[config.mk]
export PLATFORM = sky130hd
export DESIGN_NAME = uart_xmt_scheduler_flat
export DESIGN_NICKNAME = d
export VERILOG_FILES = /design/src/rtl/uart_xmt_scheduler_pkg.sv /design/src/rtl/uart_xmt_scheduler_if.sv /design/src/rtl/uart_xmt_scheduler_rr_arbiter.sv /design/src/rtl/uart_xmt_scheduler.sv /design/src/flat_wrapper.sv
export SDC_FILE = /design/constraint.sdc
export NUM_CORES = 1
export LEC_CHECK = 0
export BUFFER_PORTS_ARGS = -buffer_cell sky130_fd_sc_hd__buf_2
export CAP_MARGIN = 20
export CORE_ASPECT_RATIO = 1.5
export CORE_MARGIN = 2
export CORE_UTILIZATION = 35
export DETAILED_ROUTE_END_ITERATION = 12
export GPL_TIMING_DRIVEN = 0
export PLACE_DENSITY = 0.72
export SLEW_MARGIN = 20
export SYNTH_ARGS = -nofsm -noshare
export SYNTH_HDL_FRONTEND = slang
export SYNTH_SLANG_ARGS = --single-unit
[constraint.sdc]
create_clock -name Clock -period 3.3 [get_ports Clock]
set_input_delay 0.495 -clock Clock [delete_from_list [all_inputs] [get_ports Clock]]
set_output_delay 0.495 -clock Clock [all_outputs]
set_load 0.01 [all_outputs]
[src/rtl/uart_xmt_scheduler_pkg.sv]
// uart_xmt_pkg: shared state encoding and widths for the UART transmit scheduler
package uart_xmt_pkg;
  localparam int default_word_size = 8;
  localparam int cnt_w = 8;
  typedef enum logic [2:0] {
    IDLE  = 3'd0,
    LOAD  = 3'd1,
    READY = 3'd2,
    START = 3'd3,
    BUSY  = 3'd4
  } state_t;
endpackage

[src/rtl/uart_xmt_scheduler_if.sv]
// uart_xmt_scheduler_if: requester bus plus transmitter strobes of the scheduler
interface uart_xmt_scheduler_if
  import uart_xmt_pkg::*;
#(
  parameter int word_size = default_word_size,
  parameter int num_req = 4
);
  localparam int id_w = $clog2(num_req);
  logic [num_req-1:0] req;
  logic [num_req*word_size-1:0] req_data;
  logic [num_req-1:0] ack;
  logic [num_req-1:0] done;
  logic busy;
  logic [id_w-1:0] active_id;
  logic [word_size-1:0] Data_Bus;
  logic Load_XMT_datareg;
  logic Byte_ready;
  logic T_byte;
  modport master (
    output req, req_data,
    input ack, done, busy, active_id, Data_Bus, Load_XMT_datareg, Byte_ready, T_byte
  );
  modport slave (
    input req, req_data,
    output ack, done, busy, active_id, Data_Bus, Load_XMT_datareg, Byte_ready, T_byte
  );
endinterface

[src/rtl/uart_xmt_scheduler_rr_arbiter.sv]
// rr_arbiter: combinational round-robin pick starting just after the last winner
module rr_arbiter #(
  parameter int num_req = 4,
  parameter int id_w = $clog2(num_req)
) (
  input  logic [num_req-1:0] req,
  input  logic [id_w-1:0]    last,
  output logic [num_req-1:0] grant,
  output logic [id_w-1:0]    idx,
  output logic               valid
);
  always_comb begin
    idx = '0;
    // walk from the farthest offset down so the nearest requester after last wins
    for (int i = num_req; i >= 1; i--)
      if (req[(int'(last) + i) % num_req]) idx = id_w'((int'(last) + i) % num_req);
    valid = |req;
    grant = valid ? num_req'(1) << idx : '0;
  end
endmodule

[src/rtl/uart_xmt_scheduler.sv]
// uart_xmt_scheduler: round-robin sharing of one UART transmitter among byte sources
module uart_xmt_scheduler
  import uart_xmt_pkg::*;
#(
  parameter int word_size = default_word_size,
  parameter int num_req = 4,
  parameter int frame_cycles = 12
) (
  input logic Clock,
  input logic rst_b,
  uart_xmt_scheduler_if.slave bus
);
  localparam int id_w = $clog2(num_req);
  state_t state, state_nxt;
  logic [id_w-1:0] last, win, id_q;
  logic [num_req-1:0] grant, onehot;
  logic valid;
  logic [cnt_w-1:0] cnt;
  logic [word_size-1:0] data_q, win_data;
  rr_arbiter #(.num_req(num_req), .id_w(id_w)) u_arb (
    .req(bus.req),
    .last(last),
    .grant(grant),
    .idx(win),
    .valid(valid)
  );
  always_comb begin
    win_data = '0;
    for (int i = 0; i < num_req; i++)
      if (grant[i]) win_data = bus.req_data[i*word_size +: word_size];
  end
  always_ff @(posedge Clock)
    if (!rst_b) state <= IDLE;
    else state <= state_nxt;
  always_comb begin
    state_nxt = state == IDLE  ? (valid ? LOAD : IDLE) :
                state == LOAD  ? READY :
                state == READY ? START :
                state == START ? BUSY :
                state == BUSY && cnt != 0 ? BUSY : IDLE;
    onehot = num_req'(1) << id_q;
    bus.ack = state == LOAD ? onehot : '0;
    bus.done = state == BUSY && cnt == 0 ? onehot : '0;
    bus.busy = state != IDLE;
    bus.Load_XMT_datareg = state == LOAD;
    bus.Byte_ready = state == READY;
    bus.T_byte = state == START;
    bus.active_id = id_q;
    bus.Data_Bus = data_q;
  end
  // owner and byte only move on a grant, so they stay frozen for the whole frame
  always_ff @(posedge Clock)
    if (!rst_b) begin
      last <= id_w'(num_req - 1);
      id_q <= '0;
      data_q <= '0;
      cnt <= '0;
    end else begin
      if (state == IDLE && valid) begin
        last <= win;
        id_q <= win;
        data_q <= win_data;
      end
      cnt <= state == START ? cnt_w'(frame_cycles - 1) :
             state == BUSY && cnt != 0 ? cnt - cnt_w'(1) : cnt;
    end
endmodule

[src/flat_wrapper.sv]
// flat-port wrapper written by rule: the top's interface ports become plain ports
module uart_xmt_scheduler_flat import uart_xmt_pkg::*;
#(
  parameter int word_size = default_word_size,
  parameter int num_req = 4,
  parameter int frame_cycles = 12
)
  (Clock, rst_b, bus_req, bus_req_data, bus_ack, bus_done, bus_busy, bus_active_id, bus_Data_Bus, bus_Load_XMT_datareg, bus_Byte_ready, bus_T_byte);
  uart_xmt_scheduler_if #(.word_size(word_size), .num_req(num_req)) bus_i ();
  input logic Clock;
  input logic rst_b;
  input wire logic [$bits(bus_i.req)-1:0] bus_req;
  input wire logic [$bits(bus_i.req_data)-1:0] bus_req_data;
  output wire logic [$bits(bus_i.ack)-1:0] bus_ack;
  output wire logic [$bits(bus_i.done)-1:0] bus_done;
  output wire logic [$bits(bus_i.busy)-1:0] bus_busy;
  output wire logic [$bits(bus_i.active_id)-1:0] bus_active_id;
  output wire logic [$bits(bus_i.Data_Bus)-1:0] bus_Data_Bus;
  output wire logic [$bits(bus_i.Load_XMT_datareg)-1:0] bus_Load_XMT_datareg;
  output wire logic [$bits(bus_i.Byte_ready)-1:0] bus_Byte_ready;
  output wire logic [$bits(bus_i.T_byte)-1:0] bus_T_byte;
  assign bus_i.req = bus_req;
  assign bus_i.req_data = bus_req_data;
  assign bus_ack = bus_i.ack;
  assign bus_done = bus_i.done;
  assign bus_busy = bus_i.busy;
  assign bus_active_id = bus_i.active_id;
  assign bus_Data_Bus = bus_i.Data_Bus;
  assign bus_Load_XMT_datareg = bus_i.Load_XMT_datareg;
  assign bus_Byte_ready = bus_i.Byte_ready;
  assign bus_T_byte = bus_i.T_byte;
  uart_xmt_scheduler #(.word_size(word_size), .num_req(num_req), .frame_cycles(frame_cycles)) u_core (.Clock(Clock), .rst_b(rst_b), .bus(bus_i));
endmodule
==> results.md, run 1 <==
* Combinational family with the most area after synthesis: compound AO/OA/AOI/OAI gates
* HP Start: u_core.bus.Data_Bus[6]$_SDFFE_PN0P_
* Data arrival, critical path at 1680 ps
* Ant. Diodes at 0
* TritonCTS clock tree: yes
* Global-route wire length before repair at 5.87 mm
* Fraction of the mapped netlist area in compound gates at 32.8%
* Fraction of layout cells with a size suffix above 1 at 35.2%
* Placeable core area at 0.00389 mm2
* Sequential fraction of the synthesis area at 33.2%
* Crit path required time at 2800 ps
* Post-route fraction of the period consumed by the critical path at 65.9%
* Count of buffering cells on the critical path with inverters included at 2
* Multiplexer share of the synthesized area at 0%
* Iteration-0 DRC Markers at 29
* Synthesis Warnings at 0
* Top flip-flop cell by instance count after synthesis: dfxtp_1
* Clk Latency, worst-skew pair at 270 ps
* GRT overflow at 0
* Maximum fanout count along the critical path at 4
* DIE AREA at 0.00449 mm2
* Gp weighted congestion at 0.857
* Final setup violation count at 0
* Growth of design area from synthesis to finish at 28.0%
* Transition time at the pin with the least slew margin at 735 ps
* Outcome: finished clean
* Largest net degree at the start of global routing at 14
* Max-slew headroom at the worst pin at 51.0%
* Count of unique library cells instantiated by Yosys at 46
* Area of combinational cells with multiple inputs at 863 um2
* Hold_buf cts at 0
* Post-CTS Setup Repair Bufs at 0
* Synthesized-area fraction occupied by xor and xnor cells at 3.79%
* Number of instances on the worst hold path at 2
* Cell at the root of the clock tree: clkbuf_8
* Via/cell ratio at 5.24
* Max-slew violation count at 0
* End point of the most critical hold path: u_core.bus.Data_Bus[6]$_SDFFE_PN0P_
* Endpoint kind of the worst setup timing path: output pin
* Dpl hpwl at 2.83 mm
* Flip-flop and latch count after synthesis at 23
* Post-layout minimum cycle time at 2170 ps
* Total Negative Setup Slacks at 0 ps
* Fraction of synthesis flops using an asynchronous set or reset pin at 0%
* Crit path launch type: register
* Number of standard-cell rows in the floorplan at 28
* Simple logic cell fraction of the synthesized area at 24.7%
* Cell area after technology mapping at 0.00139 mm2
* Mean Syn Cell Area at 8.36 um2
* Most frequent standard cell in the layout excluding fill and tap cells: buf_2
* Number of antenna violations at the first check in global routing at 0
* Most heavily used metal layer in global routing: met2
* Clk sinks at 23
* Global-route usage over all layers at 16.0%
* Port Buffers at 57
* Sequence of cells on the critical path: inv_1 > ha_1 > nor3b_1 > nand3b_1 > nor3_1 > buf_2
* Antenna Nets Post-Route at 0
* Number of global-route vias before repair at 1,346
* WS Path Type: register to output pin
* Global Route met3 Usage at 2.87%
* Total power at 1.37 mW
* Sequential cell area at 460 um2
* # H-tree levels at 1
* Die Span Y at 81.1 um
* Nets@finish at 267
* Count of mapped cells out of synthesis at 166
* Most frequent cells in the layout: buf_2 (59), dfxtp_1 (23), nor2_1 (17)
* Pleak at 0.814 nW
* Initial core utilization at 35.7%
* Clock buffers created by TritonCTS at 3
* Critical R2R Launch: u_core.state[2]$_SDFF_PP0_
* Worst-case reg-to-reg path depth at 5
* Total nets after synthesis at 205
* Endpoint of the worst-slack reg-to-reg timing path: u_core.bus.Data_Bus[7]$_SDFFE_PN0P_
* Number of flops mapped to enable cells by yosys at 0
* Number of fillers in the final layout at 411
* Post-DR wirelength/cell at 12.9 um
* Top-level I/O count at 60
* GRT met2 Usage at 32.3%
* Power per cell area at 771 mW/mm2
* Worst IR drop on VDD at 0.410 mV
* Routed WL at 3.50 mm
* Worst R2R Setup Slack at 1570 ps
* Setup clock skew after layout at 6.73 ps
* Longest individual stage delay on the worst path at 330 ps
* X dimension of the die at 55.4 um
* Final number of hold-violating endpoints at 0
* Cell class contributing the biggest share of worst-path delay: simple AND/OR/NAND/NOR gates
* # DRC at 0
* GR Layer Usage met1 at 16.3%
* Detailed-routing iteration count for the pre-antenna-repair pass at 4
* Peak clock frequency supported by timing at 460 MHz
* Count of maximum capacitance violations at 0
* # resized after CTS at 0
* Worst min-delay path class: register to register
* Critical-path cell with the highest stage delay: dfxtp_1
* Maximum count of clock buffers along a single path at 2
* RSZ-0062 raised after global routing: no
* Clk slew on worst S/H paths at 80 ps
* Synthesized-area fraction occupied by adder cells at 0.902%
* Via count at 1,424
## power by group
group / internal (mW) / total [mW] / switching, mW
registers: 0.368 / 0.455 / 0.0865
logic: 0.333 / 0.736 / 0.403
clock network: 0.0843 / 0.178 / 0.0933
## through the flow
stage	utilization [%]	setup slack [ps]	instances	area (um2)	hold WS [ps]
2_1_floorplan	-	1540	166	1390	451
3_3_place_gp	44.5	1290	268	1730	451
3_5_place_dp	44.5	1280	268	1730	456
4_1_cts	45.7	1100	272	1780	471
5_1_grt	45.7	910	272	1780	513
6_report	45.7	1130	272	1780	470
## final cells by class
| class | instances | share of cell area, % |
|---|---|---|
| multi-input combinational | 130 | 48.6 |
| sequential | 23 | 25.9 |
| timing repair buffer | 57 | 16.1 |
| tap | 45 | 3.17 |
| clock buffer | 3 | 2.33 |
| buffer | 7 | 2.33 |
| inverter | 6 | 1.27 |
| clock inverter | 1 | 0.282 |
## worst register-to-register path, delay by kind of cell (launching register included)
family / cells / cell delay, ps
flops: 1 / 360
simple gates: 3 / 820
compound gates: 2 / 450
## cell families (layout without fill, tap and decap cells)
kind of cell / count (synthesis) / in the layout
adders and majority gates: 1 / 1
buffers and inverters: 13 / 74
xor gates and xnor gates: 6 / 6
and+or+nand+nor: 66 / 66
DFF: 23 / 23
AOI/OAI and AO/OA: 57 / 57
## worst max-delay path by stage
stage	from	to	cells after the start
floorplan	u_core.cnt[0]$_SDFFE_PN0P_	bus_done[0]	5
global placement	bus_req[1]	u_core.bus.Data_Bus[7]$_SDFFE_PN0P_	6
detailed placement	bus_req[1]	u_core.bus.Data_Bus[7]$_SDFFE_PN0P_	6
CTS	u_core.cnt[0]$_SDFFE_PN0P_	bus_done[0]	6
global route	u_core.cnt[0]$_SDFFE_PN0P_	bus_done[0]	6
finish	u_core.cnt[0]$_SDFFE_PN0P_	bus_done[0]	6
## layer usage
layer | vias up | wire length (um)
li1 | 742 | -
met1 | 627 | 1400
met2 | 49 | 1860
met3 | 6 | 192
met4 | 0 | 51
met5 | - | 0
## synth_stat cells (2+ instances only)
cell type  count  area (um2)
dfxtp_1       23         460
nand3_1        7        35.0
inv_1          6        22.5
a21o_1         7        52.6
nand2_1        9        33.8
clkbuf_1       2        7.51
nor3b_1        3        22.5
nand2b_1       6        37.5
o21ai_0        8        40.0
xnor2_1        2        17.5
a21oi_1        5        25.0
nor3_1        11        55.1
a221oi_2       7         105
a211o_1        2        17.5
buf_2          2        10.0
nor2_1        17        63.8
xor2_1         4        35.0
o22ai_1        8        50.1
a21boi_0       3        22.5
nand3b_1       3        22.5
a221oi_1       2        17.5
o21a_1         5        37.5
## flip-flops by register name, summed over array words and instances (netlist names)
signal / flops
u_core.bus.active_id: 2
u_core.bus.Data_Bus: 8
u_core.state: 3
u_core.cnt: 8
u_core.last: 2
Note: power is estimated with default switching activity, not from simulation.
==> run 2: changes to the inputs <==
PLACE_DENSITY = 0.74   (was 0.72)
clock period = 1.7 ns   (was 3.3 ns; I/O delays follow)
==> run 2 against run 1 <==
Against the previous run:
- the flow now finishes with violations (negative setup slack)
- worst hold slack got worse by 220 ps
- sequential cell count did not move
- clock-buffer cell count did not move
- combinational power rose to 2.9 times the previous value
- first-iteration DRC count rose by 76%
- clock skew fell by 4.4 ps
- global-route usage rose by 2.0 points
- largest power group unchanged
==> results.md, run 2 (synthesized netlist as in run 1, its figures left out) <==
* Place WS at -83.0 ps (was 1280 ps)
* Worst-case reg-to-reg path depth at 7 (was 5)
* Via/cell ratio at 5.50 (was 5.24)
* Total Negative Setup Slacks at -686 ps (was 0 ps)
* Post-DR wirelength/cell at 14.7 um (was 12.9 um)
* Iteration-0 DRC Markers at 51 (was 29)
* Count of maximum capacitance violations at 0 (unchanged)
* Transition time at the pin with the least slew margin at 532 ps (was 735 ps)
* Gp weighted congestion at 0.858 (was 0.857)
* Number of instances on the worst hold path at 3 (was 2)
* Ant. Diodes at 0 (unchanged)
* Power per cell area at 1600 mW/mm2 (was 771 mW/mm2)
* Clk sinks at 23 (unchanged)
* # DRC at 0 (unchanged)
* Final Worst Setup Slack at -100 ps (was 1130 ps)
* Number of standard-cell rows in the floorplan at 28 (unchanged)
* Pleak at 0.964 nW (was 0.814 nW)
* Area of combinational cells with multiple inputs at 0.00104 mm2 (was 863 um2)
* Die Span Y at 81.1 um (unchanged)
* Maximum fanout count along the critical path at 5 (was 4)
* Clk slew on worst S/H paths at 80 ps (about the same)
* Crit path launch type: register (unchanged)
* Outcome: finished with violations (was finished clean)
* Data arrival, critical path at 1950 ps (was 1680 ps)
* Clock buffers created by TritonCTS at 3 (unchanged)
* GRT overflow at 0 (unchanged)
* Antenna Nets Post-Route at 0 (unchanged)
* Fraction of layout cells with a size suffix above 1 at 52.9% (was 35.2%)
* Sequential cell area at 472 um2 (was 460 um2)
* Total power at 3.39 mW (was 1.37 mW)
* Number of global-route vias before repair at 1,491 (was 1,346)
* RSZ-0062 raised after global routing: yes (was no)
* Cell at the root of the clock tree: clkbuf_8 (unchanged)
* Peak clock frequency supported by timing at 555 MHz
* Most frequent cells in the layout: buf_2 (58), dfxtp_1 (18), nor2_1 (14) (was buf_2 (59), dfxtp_1 (23), nor2_1 (17))
* Detailed-routing iteration count for the pre-antenna-repair pass at 4 (unchanged)
* DIE AREA at 0.00449 mm2 (unchanged)
* Max-slew violation count at 0 (unchanged)
* Number of fillers in the final layout at 333 (was 411)
* Growth of design area from synthesis to finish at 52.9% (was 28.0%)
* Placeable core area at 0.00389 mm2 (unchanged)
* Placed instance count at 268 (unchanged)
* # H-tree levels at 1 (unchanged)
* Violations in the final reports: negative setup slack
* Initial core utilization at 35.7% (unchanged)
* Pint at 1.98 mW (was 786 uW)
* Comb pwr share at 63.2% (was 53.8%)
* Post-layout minimum cycle time at 1800 ps
* Global-route usage over all layers at 18.1% (was 16.0%)
* Crit path required time at 1850 ps (was 2800 ps)
* Clk Latency, worst-skew pair at 260 ps (was 270 ps)
* Worst min-delay path class: primary input to register (was register to register)
* Hold_buf cts at 0 (unchanged)
* Sw power at 1.42 mW (was 583 uW)
* Global-route wire length before repair at 6.58 mm (was 5.87 mm)
* Top-level I/O count at 60 (unchanged)
* TritonCTS clock tree: yes (unchanged)
* Max-slew headroom at the worst pin at 64.0% (was 51.0%)
* Routed WL at 4.23 mm (was 3.50 mm)
* X dimension of the die at 55.4 um (unchanged)
* Largest net degree at the start of global routing at 14 (unchanged)
* Dpl hpwl at 2.84 mm (was 2.83 mm)
* Final setup violation count at 13 (was 0)
* Setup clock skew after layout at 2.38 ps (was 6.73 ps)
* Most frequent standard cell in the layout excluding fill and tap cells: buf_2 (unchanged)
* Post-route fraction of the period consumed by the critical path at 106%
* Maximum count of clock buffers along a single path at 2 (unchanged)
* WS Path Type: register to register (was register to output pin)
* Clock Power Share at 9.9% (was 13.0%)
* Switching share of power at 41.8% (was 42.6%)
* Final number of hold-violating endpoints at 0 (unchanged)
* Port Buffers at 57 (unchanged)
* Worst IR drop on VDD at 1.11 mV (was 0.410 mV)
* Non-filler cells in the finished layout at 287 (was 272)
* Via count at 1,579 (was 1,424)
* Sequential cell fraction of total power at 26.9% (was 33.2%)
* Number of antenna violations at the first check in global routing at 0 (unchanged)
* Endpoint kind of the worst setup timing path: register (was output pin)
* Nets@finish at 282 (was 267)
## run 2: changes by cell type in the layout (fill, tap and decap cells not counted), moves of 6 or more
cell     change
buf_6        +7
o21ai_0      -6
o22ai_1      -7
o21ai_1      +6
o22ai_2      +7
buf_4        +8
## run 2: final cells by class
cell class              instances  area share [%]
plain buffers                   7            2.42
multi-input cells             130            49.2
clock buffers                   3            1.95
well taps                      45            2.65
repair buffers                 72            20.2
flip-flops and latches         23            22.2
clock inverters                 1           0.236
inverters                       6            1.06
## run 2: routing by layer
layer  share of wire (%)  wire length, um  GRT usage (%)  up-vias
li1                    -                -              -      775
met1                  36             1530           18.3      739
met2                  57             2400           37.3       58
met3                 5.5              234           2.55        7
met4                 1.3               53           5.61        0
met5                   0                0              0        -
## run 2: power by group through the flow
stage	logic, mW	clock network [mW]	registers [mW]
6_report	2.14	0.337	0.914
5_1_grt	2.30	0.367	0.932
4_1_cts	1.90	0.346	0.886
3_5_place_dp	1.44	0	0.889
3_3_place_gp	1.42	0	0.891
2_1_floorplan	0.970	0	0.920
## run 2: critical path, cell delays in order, from the launching register on
cell	delay, ps
dfxtp_4	360
buf_6	120
or3_4	390
a21o_4	220
buf_6	130
a21o_1	180
a221oi_2	210
nor3_2	90
## run 2: worst paths after layout
check / startpoint / to / slack [ps]
setup reg to reg: u_core.state[1]$_SDFF_PP0_ / u_core.bus.Data_Bus[5]$_SDFFE_PN0P_ / -100
hold / removal: bus_req_data[10] / u_core.bus.Data_Bus[2]$_SDFFE_PN0P_ / 250
setup / recovery: u_core.state[1]$_SDFF_PP0_ / u_core.bus.Data_Bus[5]$_SDFFE_PN0P_ / -100
hold reg to reg: u_core.bus.Data_Bus[6]$_SDFFE_PN0P_ / u_core.bus.Data_Bus[6]$_SDFFE_PN0P_ / 470
## run 2: per-stage QoR
step	hold slack (ps)	util [%]	instance area [um2]
after floorplan	446	-	1390
after global placement	448	44.5	1730
after detailed placement	458	44.5	1730
after CTS	280	51.4	2000
after global routing	282	54.6	2120
final	250	54.6	2120
## run 2: repair_timing
item | in CTS | in global routing
buffers inserted | 8 | 5
setup endpoints to repair | 15 | 20
pin swaps | 25 | 14
endpoints found under the hold margin | 0 | 0
gates resized for setup | 40 | 21
cloned | 2 | 0
==> run 3: changes to the inputs <==
CORE_UTILIZATION = 42   (was 35)
PLACE_DENSITY = 0.85   (was 0.74)
==> run 3 against run 2 <==
Against the previous run:
- the flow still finishes with violations (negative setup slack)
- register-to-register slack better by 30 ps
- worst hold slack worse by 1.8 ps
- global-route usage up 3.9 points
- via count hardly changed
- setup slack better by 4.2 ps
- critical path type is now register to output pin
- first-iteration DRC count shrank 20%
- critical endpoint is now bus_done[0]
- combinational power shrank 4%
- routed wire length is essentially flat
==> results.md, run 3 (synthesized netlist as in run 1, its figures left out) <==
* Outcome: finished with violations (unchanged)
* Violations in the final reports: negative setup slack (unchanged)
* Number of standard-cell rows in the floorplan at 25 (was 28)
* Sequential cell fraction of total power at 27.5% (was 26.9%)
* Longest individual stage delay on the worst path at 390 ps (about the same)
* Most frequent standard cell in the layout excluding fill and tap cells: buf_2 (unchanged)
* X dimension of the die at 50.9 um (was 55.4 um)
* Post-route fraction of the period consumed by the critical path at 106% (about the same)
* Initial core utilization at 43.9% (was 35.7%)
* Via/cell ratio at 5.62 (was 5.50)
* Top-level I/O count at 60 (unchanged)
* Ant. Diodes at 0 (unchanged)
* Cell at the root of the clock tree: clkbuf_8 (unchanged)
* Max-slew violation count at 0 (unchanged)
* WS Path Type: register to output pin (was register to register)
* DIE AREA at 0.00379 mm2 (was 0.00449 mm2)
* Pint at 1.92 mW (was 1.98 mW)
* Sw power at 1.40 mW (was 1.42 mW)
* Data arrival, critical path at 1540 ps (was 1950 ps)
* Final Worst Setup Slack at -96.2 ps (was -100 ps)
* Final number of hold-violating endpoints at 0 (unchanged)
* Growth of design area from synthesis to finish at 52.2% (was 52.9%)
* Number of fillers in the final layout at 238 (was 333)
* Post-layout minimum cycle time at 1800 ps (about the same)
* Critical-path cell with the highest stage delay: or3b_4 (was or3_4)
* Sequence of cells on the critical path: or3b_4 > nand3b_1 > nor3_2 > buf_2 (was buf_6 > or3_4 > a21o_4 > buf_6 > a21o_1 > a221oi_2 > nor3_2)
* Global-route usage over all layers at 22.0% (was 18.1%)
* Final setup violation count at 19 (was 13)
* Routed WL at 4.22 mm (was 4.23 mm)
* End point of the most critical hold path: u_core.bus.Data_Bus[4]$_SDFFE_PN0P_ (was u_core.bus.Data_Bus[2]$_SDFFE_PN0P_)
* Port Buffers at 57 (unchanged)
* Worst R2R Setup Slack at -70 ps (was -100 ps)
* Power per cell area at 1570 mW/mm2 (was 1600 mW/mm2)
* Final worst hold slack at 248 ps (was 250 ps)
* Endpoint kind of the worst setup timing path: output pin (was register)
* Crit path launch type: register (unchanged)
* Clk sinks at 23 (unchanged)
* Dpl hpwl at 2.77 mm (was 2.84 mm)
* Cell class contributing the biggest share of worst-path delay: simple AND/OR/NAND/NOR gates (was compound AO/OA/AOI/OAI gates)
* Maximum count of clock buffers along a single path at 2 (unchanged)
* TritonCTS clock tree: yes (unchanged)
* Number of instances on the worst hold path at 3 (unchanged)
* Antenna Nets Post-Route at 0 (unchanged)
* Pleak at 0.959 nW (was 0.964 nW)
* Max-slew headroom at the worst pin at 62.7% (was 64.0%)
* Detailed-routing iteration count for the pre-antenna-repair pass at 4 (unchanged)
* Final Instance Area at 0.00211 mm2 (was 0.00212 mm2)
* Via count at 1,580 (was 1,579)
* Maximum fanout count along the critical path at 4 (was 5)
* Sequential cell area at 472 um2 (unchanged)
* Switching share of power at 42.2% (was 41.8%)
* Clk Latency, worst-skew pair at 260 ps (about the same)
* Number of antenna violations at the first check in global routing at 0 (unchanged)
* Count of buffering cells on the critical path with inverters included at 1 (was 2)
* Placeable core area at 0.00316 mm2 (was 0.00389 mm2)
* Most frequent cells in the layout: buf_2 (57), dfxtp_1 (18), nor2_1 (16) (was buf_2 (58), dfxtp_1 (18), nor2_1 (14))
* Endpoint of the worst-slack reg-to-reg timing path: u_core.bus.Data_Bus[5]$_SDFFE_PN0P_ (unchanged)
* Clock buffers created by TritonCTS at 3 (unchanged)
* Comb pwr share at 62.2% (was 63.2%)
* Nets@finish at 281 (was 282)
* # DRC at 0 (unchanged)
* Area of combinational cells with multiple inputs at 0.00105 mm2 (was 0.00104 mm2)
* Gp weighted congestion at 0.821 (was 0.858)
* Setup clock skew after layout at 1.08 ps (was 2.38 ps)
* Clock Power Share at 10.3% (was 9.9%)
* Worst-case reg-to-reg path depth at 7 (unchanged)
* Global-route wire length before repair at 6.51 mm (was 6.58 mm)
* Place WS at -43.1 ps (was -83.0 ps)
* Worst min-delay path class: primary input to register (unchanged)
* Crit path required time at 1440 ps (was 1850 ps)
* HP Start: bus_req_data[12] (was bus_req_data[10])
* Transition time at the pin with the least slew margin at 560 ps (was 532 ps)
* Count of maximum capacitance violations at 0 (unchanged)
* Clk slew on worst S/H paths at 80 ps (about the same)
* Fraction of layout cells with a size suffix above 1 at 52.3% (was 52.9%)
* # H-tree levels at 1 (unchanged)
* GRT overflow at 0 (unchanged)
* Iteration-0 DRC Markers at 41 (was 51)
* Number of global-route vias before repair at 1,452 (was 1,491)
* Post-DR wirelength/cell at 15.0 um (was 14.7 um)
* Area of placed instances at 0.00172 mm2 (was 0.00173 mm2)
* Worst IR drop on VDD at 1.17 mV (was 1.11 mV)
* RSZ-0062 raised after global routing: yes (unchanged)
* Largest net degree at the start of global routing at 14 (unchanged)
* Peak clock frequency supported by timing at 557 MHz (was 555 MHz)
* Critical R2R Launch: u_core.state[0]$_SDFF_PN0_ (was u_core.state[1]$_SDFF_PP0_)
* Total Negative Setup Slacks at -907 ps (was -686 ps)
* Die Span Y at 74.4 um (was 81.1 um)
[run 3: routing by layer]
metal  part of all wire, %  routed length (um)  GRT usage (%)
met3                   5.4                 230           4.02
met4                   1.9                  82           8.41
met2                    54                2290           40.0
met1                    38                1620           25.3
met5                     0                   0              0
[run 3: layout make-up]
type                    instances  share of cell area [%]
clock inverters                 1                   0.237
well taps                      40                    2.37
repair buffers                 71                    19.7
inverters                       6                    1.07
flip-flops and latches         23                    22.3
multi-input cells             130                    49.9
clock buffers                   3                    1.95
plain buffers                   7                    2.43
[run 3: per-stage QoR]
stage	power (mW)	util, %	std cells
after global placement	2.28	54.5	263
final	3.32	66.9	281
after floorplan	1.89	-	166
after global routing	3.53	66.9	281
after CTS	2.91	61.0	275
after detailed placement	2.31	54.5	263
[run 3: worst max-delay path by stage]
stage	endpoint	cells after the start	startpoint	slack (ps)
CTS	bus_done[0]	4	u_core.state[0]$_SDFF_PN0_	-130
detailed placement	u_core.bus.Data_Bus[7]$_SDFFE_PN0P_	6	bus_req[1]	-40
finish	bus_done[0]	4	u_core.state[0]$_SDFF_PN0_	-100
global route	bus_done[0]	6	u_core.cnt[0]$_SDFFE_PN0P_	-180
floorplan	u_core.bus.Data_Bus[0]$_SDFFE_PN0P_	6	u_core.state[2]$_SDFF_PP0_	130
global placement	u_core.bus.Data_Bus[5]$_SDFFE_PN0P_	6	bus_req[1]	-40
[run 3: repair_timing]
action / CTS / global route
pin swaps: 12 / 24
setup endpoints to repair: 15 / 26
resized for setup: 25 / 38
hold buffers: 0 / 0
setup buffers: 8 / 4
gates cloned: 0 / 2
[run 3: worst register-to-register path, cell delays in order, from the launching register on]
cell     delay, ps
dfxtp_4        350
buf_4          140
or3_4          400
buf_6          140
a21oi_4        220
nand3_4        190
o22ai_2        150
nor3_1          70
[run 3: power groups by stage]
stage / clock, mW / sequential [mW] / combinational (mW)
after CTS: 0.347 / 0.880 / 1.69
after floorplan: 0 / 0.920 / 0.970
after global placement: 0 / 0.884 / 1.39
after global routing: 0.369 / 0.938 / 2.22
final: 0.343 / 0.911 / 2.06
after detailed placement: 0 / 0.894 / 1.41
